File: config.mk
export PLATFORM = sky130hd
export DESIGN_NAME = pkt_stat_sink
export DESIGN_NICKNAME = d
export VERILOG_FILES = /design/src/rtl/pkt_stat_sink.sv
export SDC_FILE = /design/constraint.sdc
export NUM_CORES = 1
export LEC_CHECK = 0
export BUFFER_PORTS_ARGS = -buffer_cell sky130_fd_sc_hd__buf_2
export CAP_MARGIN = 30
export CORE_ASPECT_RATIO = 0.7
export CORE_MARGIN = 5
export CORE_UTILIZATION = 55
export DETAILED_ROUTE_END_ITERATION = 10
export GPL_TIMING_DRIVEN = 0
export PLACE_DENSITY = 0.88
export SYNTH_ARGS = -nofsm -noshare
export SYNTH_HDL_FRONTEND = slang
export SYNTH_SLANG_ARGS = --single-unit
export TNS_END_PERCENT = 5
File: constraint.sdc
create_clock -name clock -period 7.6 [get_ports clock]
set_input_delay 0 -clock clock [delete_from_list [all_inputs] [get_ports clock]]
set_output_delay 0 -clock clock [all_outputs]
set_load 0.01 [all_outputs]
File: src/rtl/pkt_stat_sink.sv
// pkt_stat_sink: destination-side packet sink with throttled ready and statistics.
//
// Terminates one arbiter output port. Acceptance is throttled by a 16-bit
// rotating ready pattern loaded on entry to RUN. Each accepted packet adds its
// source-to-sink latency (time - injection timestamp, modulo 2^TS_W) to a
// cumulative sum. Stalled offers (valid with ready low) are counted as delay.
// All counters saturate at 32'hFFFF_FFFF.
//
// Ports:
//   clock           in   sole clock
//   reset           in   asynchronous active-low reset
//   io_enable       in   run control; nothing accepted while low
//   io_dst_pat      in   ready throttle pattern, sampled on entry to RUN
//   io_in_valid     in   packet offered
//   io_in_ready     out  sink accepts this cycle (registered)
//   io_in_dst       in   destination field of the offered packet
//   io_in_ts        in   injection timestamp from the source-side time counter
//   io_cum_latency  out  saturating sum of latencies of accepted packets
//   io_pkt_count    out  saturating count of accepted packets
//   io_cum_delay    out  saturating count of valid-and-not-ready cycles
//   io_addr_error   out  sticky misroute flag
//
// Configuration macro:
//   PKT_STAT_SINK_ADDR_CHECK_EN  when defined, an accepted packet whose
//                                destination differs from ADDR sets
//                                io_addr_error; otherwise the flag is tied 0.

module pkt_stat_sink #(
    parameter int unsigned ADDR  = 0,
    parameter int unsigned DST_W = 3,
    parameter int unsigned TS_W  = 16
) (
    input  logic             clock,
    input  logic             reset,
    input  logic             io_enable,
    input  logic [15:0]      io_dst_pat,
    input  logic             io_in_valid,
    output logic             io_in_ready,
    input  logic [DST_W-1:0] io_in_dst,
    input  logic [TS_W-1:0]  io_in_ts,
    output logic [31:0]      io_cum_latency,
    output logic [31:0]      io_pkt_count,
    output logic [31:0]      io_cum_delay,
    output logic             io_addr_error
);

    localparam int unsigned CNT_W = 32;
    localparam int unsigned PAT_W = 16;

    typedef enum logic {
        ST_IDLE = 1'b0,
        ST_RUN  = 1'b1
    } state_t;

    state_t             state_q, state_d;
    logic [PAT_W-1:0]   pat_q, pat_d;
    logic               ready_q, ready_d;
    logic [TS_W-1:0]    time_q, time_d;
    logic [CNT_W-1:0]   lat_sum_q, lat_sum_d;
    logic [CNT_W-1:0]   pkt_cnt_q, pkt_cnt_d;
    logic [CNT_W-1:0]   dly_cnt_q, dly_cnt_d;
    logic               addr_err_q, addr_err_d;

    logic               accept;
    logic               stall;
    logic [TS_W-1:0]    latency;

    // Saturating 32-bit add: the carry out of a 33-bit sum pins the result.
    function automatic logic [CNT_W-1:0] sat_add(input logic [CNT_W-1:0] a,
                                                 input logic [CNT_W-1:0] b);
        logic [CNT_W:0] sum;
        sum = {1'b0, a} + {1'b0, b};
        return sum[CNT_W] ? {CNT_W{1'b1}} : sum[CNT_W-1:0];
    endfunction

    // Next-state, throttle pattern and statistics update.
    always_comb begin
        state_d    = state_q;
        pat_d      = pat_q;
        ready_d    = 1'b0;
        time_d     = time_q + TS_W'(1);
        lat_sum_d  = lat_sum_q;
        pkt_cnt_d  = pkt_cnt_q;
        dly_cnt_d  = dly_cnt_q;
        addr_err_d = addr_err_q;

        accept  = io_in_valid & ready_q;
        stall   = io_in_valid & ~ready_q;
        // Modular difference handles timestamps taken before the counter wrapped.
        latency = time_q - io_in_ts;

        case (state_q)
            ST_IDLE: begin
                if (io_enable) begin
                    state_d = ST_RUN;
                    pat_d   = io_dst_pat;
                    ready_d = io_dst_pat[0];
                end
            end
            ST_RUN: begin
                if (io_enable) begin
                    // Rotate right; the bit that lands in pat[0] drives next-cycle ready.
                    pat_d   = {pat_q[0], pat_q[PAT_W-1:1]};
                    ready_d = pat_q[1];
                end else begin
                    state_d = ST_IDLE;
                end
            end
            default: begin
                state_d = ST_IDLE;
            end
        endcase

        if (accept) begin
            pkt_cnt_d = sat_add(pkt_cnt_q, CNT_W'(1));
            lat_sum_d = sat_add(lat_sum_q, CNT_W'(latency));
        end
        if (stall) begin
            dly_cnt_d = sat_add(dly_cnt_q, CNT_W'(1));
        end

`ifdef PKT_STAT_SINK_ADDR_CHECK_EN
        if (accept && (io_in_dst != DST_W'(ADDR))) begin
            addr_err_d = 1'b1;
        end
`endif
    end

`ifndef PKT_STAT_SINK_ADDR_CHECK_EN
    // Destination field is intentionally ignored without the address check.
    logic unused_dst;
    assign unused_dst = ^io_in_dst;
`endif

    // State and statistics registers.
    always_ff @(posedge clock or negedge reset) begin
        if (!reset) begin
            state_q    <= ST_IDLE;
            pat_q      <= '0;
            ready_q    <= 1'b0;
            time_q     <= '0;
            lat_sum_q  <= '0;
            pkt_cnt_q  <= '0;
            dly_cnt_q  <= '0;
            addr_err_q <= 1'b0;
        end else begin
            state_q    <= state_d;
            pat_q      <= pat_d;
            ready_q    <= ready_d;
            time_q     <= time_d;
            lat_sum_q  <= lat_sum_d;
            pkt_cnt_q  <= pkt_cnt_d;
            dly_cnt_q  <= dly_cnt_d;
            addr_err_q <= addr_err_d;
        end
    end

    assign io_in_ready    = ready_q;
    assign io_cum_latency = lat_sum_q;
    assign io_pkt_count   = pkt_cnt_q;
    assign io_cum_delay   = dly_cnt_q;
    assign io_addr_error  = addr_err_q;

endmodule

# Word level (Yosys, flattened, before mapping)
# Index checks and enable logic that the tools add are counted.
# totals
regBits	130
input_bits	39
output_inout_bits	98
# op_classes
n_reduce_logical	1
n_addsub	5
bitwise	4
n_eq_ne	2
muxes	10
# ops
operator	n
2-to-1 mux 32 bit	3
adder 32 x 1 -> 33 bit, second input constant	2
adder 32 x 16 -> 33 bit	1
2-to-1 mux 16 bit	2
case mux 16 bit (2 select lines)	1
adder 16 x 1 -> 16 bit, second input constant	1
subtractor 16 bit	1
!= test 2 bit, second input constant	2
2-to-1 mux 1 bit	3
AND 1 bit	2
inverter 1 bit	2
case mux 1 bit (2 select lines)	1
AND reduction 2 bit	1

# Longest topological paths before layout
# Gate-level depths: netlist (run 1).
# depth
ltp_word	3
ltp_mapped	19
mapped_depth_nobuf	18

# Worst setup path before layout (run 1)
# Ideal clock, no wire load.
# synth_timing
path_kind	register to register
startpoint	register time_q[0]
endpoint	register lat_sum_q[22], in the netlist io_cum_latency[22]
setup_time_ns	0.119
required_ns	7.481
stages_incl_launch_ff	19
arrival_ns	3.499
slack_ns	3.981
cell_sequence	dfrtp_1 > inv_1 > ha_1 > fa_1 > nor2b_1 > o31a_1 > nor3_1 > o21bai_1 > a211oi_2 > o21ai_0 > xor2_1 > ha_1 > nand2_1 > o21ai_0 > nor2_1 > a2111oi_4 > nand4_1 > xor2_1 > nand2_1
# synth_via
elab_chain_cells	3
# synth_lines
element	line	text
start, declared	58	logic [TS_W-1:0] time_q, time_d;
start signal, assigned	150	time_q <= time_d;
subtractor 16 bit	90	latency = time_q - io_in_ts;
adder 32 x 16 -> 33 bit	72	sum = {1'b0, a} + {1'b0, b};
2-to-1 mux 32 bit	73	return sum[CNT_W] ? {CNT_W{1'b1}} : sum[CNT_W-1:0];
end signal, assigned	151	lat_sum_q <= lat_sum_d;
end, declared	59	logic [CNT_W-1:0] lat_sum_q, lat_sum_d;
# Every way passes these cells.
# A chain may end at the register's enable or synchronous reset.

# Worst setup path after layout (run 1)
# Same ends and word-level chain as after synthesis.

==> impl_results.md, run 1 <==
* Resize count post-CTS at 0
* Ports at 137
* Internal at 0.00163 W
* Avg Cell Area, Syn at 9.57 um^2
* Most frequent cells in the layout: 135 x buf_2, 130 x dfrtp_1, 109 x nand2_1
* Pin count of the biggest net entering global routing at 68
* Sequential cell area fraction in the yosys report at 43.8%
* Cts hold-fix bufs at 18
* Clock skew at 0.00980 ns
* Final min period at 4.38 ns
* Critical Path RT at 7.89 ns
* H-tree Lvls at 4
* Synth warn at 0
* Final setup TNS at 0 ns
* Placed cell areas at 8350 um^2
* Number of synthesized flops with an enable pin at 0
* TritonCTS clock tree: built
* Slew Viols, Final at 0
* Period utilisation layout at 57.6%
* Worst R2R Path Depth at 18
* Die Wd at 149 um
* Pwr dens at 270 nW/um^2
* Post-DP HPWL at 13.6 mm
* Final setup fails at 0
* # rows at 35
* Synth async-reset ratio at 100%
* Clock Tree Root: clkbuf_16
* #FFs+latches synth at 130
* Critical path endpoint category: register
* Min-delay src: io_in_valid
* Number of global-route vias before repair at 6148
* Max clock buf depth at 2
* WS Path Type: register to register
* Top FF cell, synth: dfrtp_1
* Max Clock Freq at 0.228 GHz
* Yosys cell types at 60
* Status: finished clean
* DRC viols at 0
* Skew-Pair Late Insertion Delay at 0.41 ns
* Critical Path Start: time_q[0]
* Post-route cell area at 9120 um^2
* CP endpoint: io_cum_latency[22]
* Via-per-instance ratio at 5.49
* TritonRoute pass-1 iters at 5
* Final Hold Vio Count at 0
* Chip height at 107 um
* Rel. slew slack at 55.0%
* Antenna cell count at 0
* Clk slew on worst S/H paths at 0.06 ns
* Reg-to-Reg End: io_cum_latency[22]
* RD Place Congestion at 0.894
* Placed instance count at 1094
* Reg-to-reg slack, setup at 3.22 ns
* WL final at 18.3 mm
* CP max FO at 8
* Peak VDD IR at 0.210 mV
* Cell Area, Synth at 7430 um^2
* GR Overflow Total at 0
* Leak at 4.58 nW
* Least-Margin Pin Slew at 0.675 ns
* Starting Density at 56.3%
* RSZ-0062 raised after global routing: false
* Ratio of cells with drive above 1 in the final layout at 21.5%
* GRT Overall Usage at 23.5%
* Via count at 6281
* Initial antenna violation count at 0
* Syn Nets at 853
* Commonest non-fill, non-tap cell in the layout: buf_2
* First-pass GRT wire length at 30.2 mm
* DR iter-0 viols at 390
* Hold WS at 0.146 ns
* Die area at 16000 um^2
* Net Sw Power at 0.000838 W
* CTS sink cnt at 130
* Post-DRT Antenna Nets at 0
* Crit path DAT at 4.67 ns
* Worst Setup Start Kind: register
* Final Instance Count excl. Fillers at 1144
* Core ar. at 13200 um^2
* Logic pwr share at 31.2%
* Postcts setup bufs at 0
* Worst hold path class: input pin to register
* Post-Synthesis Cells at 776
* Worst Hold Depth at 4
* Clock power share at 32.8%
* Worst r2r src: time_q[0]
* Sequential Power Share at 36.0%
* # port buffers at 132
* Sw frac at 34.0%
* Max_cap viols at 0
* Nets at 1023
* Drt wl/cell at 16.0 um
* Area added between synthesis and finish at 22.8%
* CTS buffer count at 17
## flip-flops by register name (all words and copies together) (netlist names)
register,cells
io_in_ready,1
time_q,16
pat_q,16
io_cum_delay,32
io_cum_latency,32
io_pkt_count,32
state_q,1
## cells in the mapped netlist (4+ instances only)
library cell | number | area share [%]
a21o_1 | 7 | 0.71
a21oi_1 | 57 | 3.8
a31oi_1 | 6 | 0.51
a41oi_1 | 4 | 0.47
and2_1 | 7 | 0.59
and3_1 | 18 | 1.5
and4_1 | 8 | 0.94
buf_2 | 4 | 0.27
clkbuf_1 | 10 | 0.51
dfrtp_1 | 130 | 44
ha_1 | 36 | 6.1
inv_1 | 25 | 1.3
mux2_2 | 12 | 1.8
mux2i_1 | 17 | 2.3
nand2_1 | 109 | 5.5
nand3_1 | 42 | 2.8
nand4_1 | 20 | 1.7
nor2_1 | 60 | 3.0
nor2b_1 | 7 | 0.59
nor3_1 | 10 | 0.67
o21a_1 | 8 | 0.81
o21ai_0 | 15 | 1.0
o22a_1 | 17 | 2.0
or2_2 | 5 | 0.42
or3_1 | 4 | 0.34
xnor2_1 | 45 | 5.3
xor2_1 | 43 | 5.1
## area by class of cell
type | count | area [um^2]
multi-input combinational | 603 | 4000
clock inverter | 13 | 135
inverter | 26 | 97.6
fill | 1027 | 4060
buffer | 17 | 80.1
timing repair buffer | 151 | 875
sequential | 130 | 3250
clock buffer | 19 | 453
tap | 185 | 231
## cells by family (layout without fill, tap and decap cells)
family                     Yosys count  in the layout  synth area share [%]
other                                1              1                0.0505
xor gates and xnor gates            88             88                  10.4
AOI/OAI and AO/OA                  139            139                  12.7
adders and majority gates           38             38                  6.60
and+or+nand+nor                    308            308                  20.0
DFF                                130            130                  43.8
muxes                               29             29                  4.11
buffers and inverters               43            226                  2.39
## power groups by stage
stage / sequential, W / combinational [W] / clock, W
2_1_floorplan: 0.000912 / 0.000499 / 0
3_3_place_gp: 0.000888 / 0.000728 / 0
3_5_place_dp: 0.000895 / 0.000753 / 0
4_1_cts: 0.000884 / 0.000766 / 0.000822
5_1_grt: 0.000901 / 0.000849 / 0.000859
6_report: 0.000887 / 0.000769 / 0.000807
## stage by stage
step | setup slack [ns] | util (%) | total power (W)
after floorplan | 3.98 | - | 0.00141
after global placement | 3.43 | 63.1 | 0.00162
after detailed placement | 3.34 | 63.4 | 0.00165
after CTS | 3.30 | 69.2 | 0.00247
after global routing | 2.91 | 69.2 | 0.00261
final | 3.22 | 69.2 | 0.00246
## metal layers
layer	vias to the layer above	part of all wire (%)	global-route usage, %
met2	173	46	36.9
met1	3005	46	32.6
met3	22	6.1	5.96
met5	-	0	0
li1	3081	-	-
met4	0	1.7	6.14
## critical path: stages (launching register included)
cell and delay [ns]:
dfrtp_1 0.40, inv_1 0.10, ha_1 0.23, fa_1 0.42
nor2b_1 0.22, o31a_1 0.20, nor3_1 0.08, o21bai_1 0.27
a211oi_2 0.16, o21ai_0 0.24, xor2_1 0.29, ha_1 0.18
nand2_1 0.07, o21ai_0 0.24, nor2_1 0.16, a2111oi_4 0.60
nand4_1 0.18, xor2_1 0.16, nand2_1 0.07
## worst min path at each step
stage / slack (ns) / end
finish: 0.15 / io_cum_delay[1]
global route: 0.18 / io_cum_delay[1]
CTS: 0.14 / io_cum_delay[1]
detailed placement: 0.03 / time_q[1]
global placement: 0.13 / state_q
floorplan: -0.30 / io_cum_delay[0]
Note: power is estimated with default switching activity, not from simulation.
==> run 2: changes to the inputs <==
- CORE_UTILIZATION: 55 -> 51
- PLACE_DENSITY: 0.88 -> 0.86
- clock period: 7.6 -> 3.7 ns (I/O delays scaled with it)
==> impl_results.md, run 2 (synthesis gave the netlist of run 1 again) <==
* H-tree Lvls at 4 (unchanged)
* Critical Path RT at 3.99 ns (-3.90 ns)
* Post-DP HPWL at 13.5 mm (-0.29%)
* Via-per-instance ratio at 5.56 (+1.3%)
* Max Clock Freq at 0.253 GHz (+11%)
* Die area at 17100 um^2 (+7.2%)
* RSZ-0062 raised after global routing: true
* Worst hold path class: input pin to async pin
* Via count at 6472 (+3.0%)
* GR Overflow Total at 0 (unchanged)
* Final Instance Count excl. Fillers at 1164 (+1.7%)
* Final Hold Vio Count at 0 (unchanged)
* Skew-Pair Late Insertion Delay at 0.41 ns (about the same)
* Starting Density at 52.7% (-3.7 points)
* TritonCTS clock tree: built
* Ports at 137 (unchanged)
* Worst Setup Start Kind: register
* Die Wd at 154 um (+3.6%)
* Final WS setup at -0.256 ns (-3.48 ns)
* Nets at 1038 (+1.5%)
* Core Util, Final at 66.8% (-2.4 points)
* Commonest non-fill, non-tap cell in the layout: buf_2
* Ratio of cells with drive above 1 in the final layout at 25.8% (+4.3 points)
* Crit path DAT at 4.24 ns (-0.43 ns)
* Worst-path cell chain: inv_2 -> ha_4 -> fa_2 -> nor2b_1 -> o31a_1 -> nor3_2 -> o21bai_1 -> a211oi_2 -> a21oi_2 -> xor2_1 -> ha_1 -> buf_4 -> a21oi_2 -> o21ai_1 -> o21ai_2 -> a31oi_4 -> o21a_2 -> nand4_1 -> mux2_2
* Kind of cell adding the most delay to the critical path: compound AO/OA/AOI/OAI gates
* Slowest stage delay, CP at 0.39 ns (-0.21 ns)
* Initial antenna violation count at 0 (unchanged)
* Max clock buf depth at 2 (unchanged)
* Least-Margin Pin Slew at 0.702 ns (+0.0271 ns)
* Core ar. at 14100 um^2 (+7.0%)
* Clock skew at 0.0112 ns (+0.00140 ns)
* Violated checks: negative setup slack
* Slew Viols, Final at 0 (unchanged)
* # rows at 36 (+2.9%)
* Pin count of the biggest net entering global routing at 72 (+5.9%)
* First-pass GRT wire length at 31.3 mm (+3.4%)
* Worst path bufs/invs at 2 (+1)
* # port buffers at 132 (unchanged)
* Reg-to-reg slack, setup at -0.26 ns (-3.48 ns)
* WL final at 19.1 mm (+4.4%)
* DRC viols at 0 (unchanged)
* Critical path endpoint category: register
* Peak VDD IR at 0.514 mV (+150%)
* Most frequent cells in the layout: 135 x buf_2, 130 x dfrtp_1, 108 x nand2_1
* Leak at 4.66 nW (+1.9%)
* Worst R2R Path Depth at 19 (+1)
* Antenna cell count at 0 (unchanged)
* Hold WS at 0.114 ns (-0.0324 ns)
* Placed instance count at 1099 (+0.46%)
* CP max FO at 4 (-4)
* WS Path Type: register to register
* Reg-to-Reg End: io_cum_latency[27]
* Max_cap viols at 0 (unchanged)
* Final setup fails at 31 (+31)
* Clk slew on worst S/H paths at 0.06 ns (about the same)
* Area added between synthesis and finish at 26.8%
* Slowest cell on crit path: dfrtp_1
* RD Place Congestion at 0.887 (-0.84%)
* Clock Tree Root: clkbuf_16
* Drt wl/cell at 16.4 um (+2.6%)
* TritonRoute pass-1 iters at 5 (unchanged)
* Crit path top cell by count: a21oi_2
* CTS sink cnt at 130 (unchanged)
* DR iter-0 viols at 407 (+4.4%)
* GRT Overall Usage at 22.0% (-1.5 points)
* Number of global-route vias before repair at 6305 (+2.6%)
* Final min period at 3.96 ns (-0.421 ns)
* Post-DRT Antenna Nets at 0 (unchanged)
* Status: finished with violations
* CTS buffer count at 17 (unchanged)
* Worst r2r src: time_q[0]
* Rel. slew slack at 53.2% (-1.8 points)
* Pwr dens at 556 nW/um^2 (+110%)
* Period utilisation layout at 107% (+49 points)
* Pre-CTS WS at -0.576 ns (-3.92 ns)
* Final setup TNS at -3.88 ns (-3.88 ns)
* Chip height at 111 um (+3.5%)
==> run 2: cell count changes in the layout (fill, tap and decap cells not counted), sizes merged <==
| cell | previous run | this run |
|---|---|---|
| buf | 140 | 155 |
| clkinv | 5 | 6 |
| clkinvlp | 5 | 4 |
==> run 2: repair_timing <==
item	4_1_cts	5_1_grt
gates resized for setup	27	17
pin swaps	16	17
setup buffers	10	5
endpoints found under the hold margin	77	0
hold buffers	18	0
endpoints found under the setup margin	32	32
==> run 2: final cells by class <==
class                           count  area (um^2)
Inverter                           26         97.6
Multi-Input combinational cell    603         4180
Clock buffer                       19          443
Timing Repair Buffer              166          987
Sequential cell                   130         3250
Buffer                             17         80.1
Clock inverter                     13          136
Fill cell                        1083         4680
Tap cell                          190          238
==> run 2: where the power goes <==
part | total [W] | leakage [nW] | internal [W] | switching, W
clock network | 0.00165 | 0.275 | 0.00101 | 0.000643
logic | 0.00176 | 2.73 | 0.000786 | 0.000978
registers | 0.00182 | 1.66 | 0.00161 | 0.000215
==> run 2: routing by layer <==
metal / vias to the layer above / global-route usage (%) / part of all wire [%]
met3: 20 / 4.76 / 6.6
met4: 0 / 5.71 / 1.1
li1: 3113 / - / -
met5: - / 0 / 0
met1: 3136 / 31.2 / 46
met2: 203 / 34.3 / 47
==> run 2: worst register-to-register path: stages (launching register included) <==
cell	delay, ns
dfrtp_1	0.39
inv_2	0.10
ha_4	0.15
fa_2	0.21
nor2b_1	0.06
o31a_1	0.28
nor3_2	0.20
o21bai_1	0.14
a211oi_2	0.33
a21oi_2	0.10
xor2_1	0.16
ha_1	0.33
buf_4	0.16
a21oi_2	0.14
o21ai_1	0.11
o21ai_2	0.18
a31oi_4	0.06
o21a_2	0.28
nand4_1	0.13
mux2_2	0.33
==> run 2: stage by stage <==
stage	cell area, um^2	power (W)
2_1_floorplan	7430	0.00290
3_3_place_gp	8320	0.00332
3_5_place_dp	8360	0.00338
4_1_cts	9300	0.00514
5_1_grt	9420	0.00553
6_report	9420	0.00524
==> run 2: worst max path at each step <==
stage	from	to	depth (start not counted)	slack (ns)
floorplan	time_q[0]	io_cum_latency[26]	18	0.08
global placement	time_q[1]	io_cum_latency[26]	16	-0.48
detailed placement	time_q[0]	io_cum_latency[12]	18	-0.58
CTS	time_q[1]	io_cum_latency[22]	17	-0.12
global route	time_q[0]	io_cum_latency[19]	19	-0.46
finish	time_q[0]	io_cum_latency[27]	19	-0.26
==> run 3: changes to the inputs <==
- SKIP_LAST_GASP: default -> 1
==> impl_results.md, run 3 (synthesis gave the netlist of run 1 again) <==
* Max_cap viols at 0 (unchanged)
* Ports at 137 (unchanged)
* RD Place Congestion at 0.887 (unchanged)
* Met1 usage at 31.3% (+0.050 points)
* Kind of cell adding the most delay to the critical path: compound AO/OA/AOI/OAI gates
* Final Hold Vio Count at 0 (unchanged)
* Starting Density at 52.7% (unchanged)
* TritonCTS clock tree: built
* Post-DP HPWL at 13.5 mm (unchanged)
* Placed instance count at 1099 (unchanged)
* Worst R2R Path Depth at 18 (-1)
* Skew-Pair Late Insertion Delay at 0.41 ns (about the same)
* Period utilisation layout at 105% (-2.1 points)
* CTS sink cnt at 130 (unchanged)
* Drt wl/cell at 16.3 um (-0.54%)
* First-pass GRT wire length at 31.2 mm (-0.20%)
* Chip height at 111 um (unchanged)
* GRT met3 Usage at 4.76% (unchanged)
* Max clock buf depth at 2 (unchanged)
* Clock Tree Root: clkbuf_16
* Violated checks: negative setup slack
* Reg-to-Reg End: io_cum_latency[31]
* Number of global-route vias before repair at 6287 (-0.29%)
* Least-Margin Pin Slew at 0.699 ns (-0.00365 ns)
* Clock skew at 0.0100 ns (-0.00119 ns)
* Leak at 4.65 nW (-0.22%)
* Via-per-instance ratio at 5.54 (-0.44%)
* WS Path Type: register to register
* Worst-path cell chain: inv_2 -> ha_4 -> fa_2 -> nor2b_1 -> o31a_1 -> nor3_2 -> o21bai_1 -> a211oi_2 -> buf_4 -> xnor2_1 -> ha_1 -> nand2_2 -> nor3_1 -> o21ai_1 -> a31oi_2 -> o21ai_2 -> nor3_2 -> mux2_2
* Final setup fails at 30 (-3.2%)
* Final Instance Count excl. Fillers at 1163 (-0.086%)
* GR Overflow Total at 0 (unchanged)
* Rel. slew slack at 53.4% (+0.24 points)
* Pin count of the biggest net entering global routing at 72 (unchanged)
* Crit path DAT at 4.17 ns (-0.07 ns)
* GR Util met2 at 34.2% (-0.17 points)
* Worst r2r src: time_q[0]
* Hold WS at 0.114 ns (-0.000116 ns)
* Max Clock Freq at 0.258 GHz (+2.0%)
* # port buffers at 132 (unchanged)
* TritonRoute pass-1 iters at 5 (unchanged)
* # fillers at 1092 (+0.83%)
* Worst Setup Start Kind: register
* Commonest non-fill, non-tap cell in the layout: buf_2
* Slew Viols, Final at 0 (unchanged)
* DRC viols at 0 (unchanged)
* Status: finished with violations
* Most frequent cells in the layout: 135 x buf_2, 130 x dfrtp_1, 107 x nand2_1
* Pwr Total at 0.00519 W (-0.92%)
* DR iter-0 viols at 366 (-10%)
* Die Wd at 154 um (unchanged)
* GRT Overall Usage at 22.0% (-0.033 points)
* Pwr dens at 554 nW/um^2 (-0.50%)
* Slowest stage delay, CP at 0.39 ns (about the same)
* Area added between synthesis and finish at 26.3%
* Antenna cell count at 0 (unchanged)
* Slowest cell on crit path: dfrtp_1
* # rows at 36 (unchanged)
* Busiest grt layer: met2
* CTS buffer count at 17 (unchanged)
* Final setup TNS at -3.77 ns (+0.112 ns)
* Clk slew on worst S/H paths at 0.06 ns (about the same)
* Critical Path Start: time_q[0]
* Die area at 17100 um^2 (unchanged)
* Final min period at 3.88 ns (-0.0788 ns)
* Initial antenna violation count at 0 (unchanged)
* Critical path endpoint category: register
* Core ar. at 14100 um^2 (unchanged)
* Via count at 6438 (-0.53%)
* Crit path top cell by count: nor3_2
* Post-DRT Antenna Nets at 0 (unchanged)
* Worst hold path class: input pin to async pin
* Nets at 1037 (-0.096%)
* H-tree Lvls at 4 (unchanged)
* Ratio of cells with drive above 1 in the final layout at 25.2% (-0.59 points)
* Peak VDD IR at 0.458 mV (-11%)
* WL final at 19.0 mm (-0.62%)
* Reg-to-reg slack, setup at -0.18 ns (+0.08 ns)
* CP max FO at 5 (+1)
* Final WS setup at -0.177 ns (+0.0788 ns)
* Worst path bufs/invs at 2 (unchanged)
* RSZ-0062 raised after global routing: true
* Critical Path RT at 4.00 ns (about the same)
run 3: cell count changes in the layout (fill, tap and decap cells not counted), sizes merged:
cell / before / now
buf: 155 / 154
run 3: per-layer routing:
| layer | share of wire, % | wire, um | up-vias |
|---|---|---|---|
| li1 | - | - | 3116 |
| met1 | 46 | 8710 | 3103 |
| met2 | 46 | 8830 | 199 |
| met3 | 6.5 | 1230 | 20 |
| met4 | 1.2 | 225 | 0 |
| met5 | 0 | 0 | - |
run 3: cell type report:
type,count,area [um^2],share of cell area (%)
Clock inverter,13,136,1.45
Tap cell,190,238,2.54
Multi-Input combinational cell,603,4140,44.2
Sequential cell,130,3250,34.7
Buffer,17,83.8,0.894
Inverter,26,97.6,1.04
Timing Repair Buffer,165,980,10.4
Clock buffer,19,443,4.72
run 3: through the flow:
step                      utilization, %  instance area (um^2)  setup WS [ns]
after global placement              59.0                  8320         -0.479
after CTS                           65.8                  9270         -0.165
final                               66.5                  9380         -0.177
after floorplan                        -                  7430         0.0811
after global routing                66.5                  9380         -0.372
after detailed placement            59.3                  8360         -0.576
run 3: how the worst max path moves through the flow:
stage | endpoint | slack (ns) | cells past startpoint
final | io_cum_latency[31] | -0.18 | 18
after global routing | io_cum_latency[26] | -0.37 | 19
after CTS | io_cum_latency[22] | -0.16 | 19
after detailed placement | io_cum_latency[12] | -0.58 | 18
after global placement | io_cum_latency[26] | -0.48 | 16
after floorplan | io_cum_latency[26] | 0.08 | 18
run 3: power by group:
part | leakage [nW] | internal, W | switching (W)
Sequential | 1.66 | 0.00161 | 0.000216
Combinational | 2.72 | 0.000769 | 0.000943
Clock | 0.275 | 0.00101 | 0.000646
run 3: timing repair:
item / CTS / global route
buffers inserted: 10 / 4
hold buffers: 18 / 0
pin swaps: 12 / 17
resized for setup: 21 / 16
hold endpoints to repair: 77 / 0
cloned: 0 / 0
setup endpoints to repair: 32 / 32
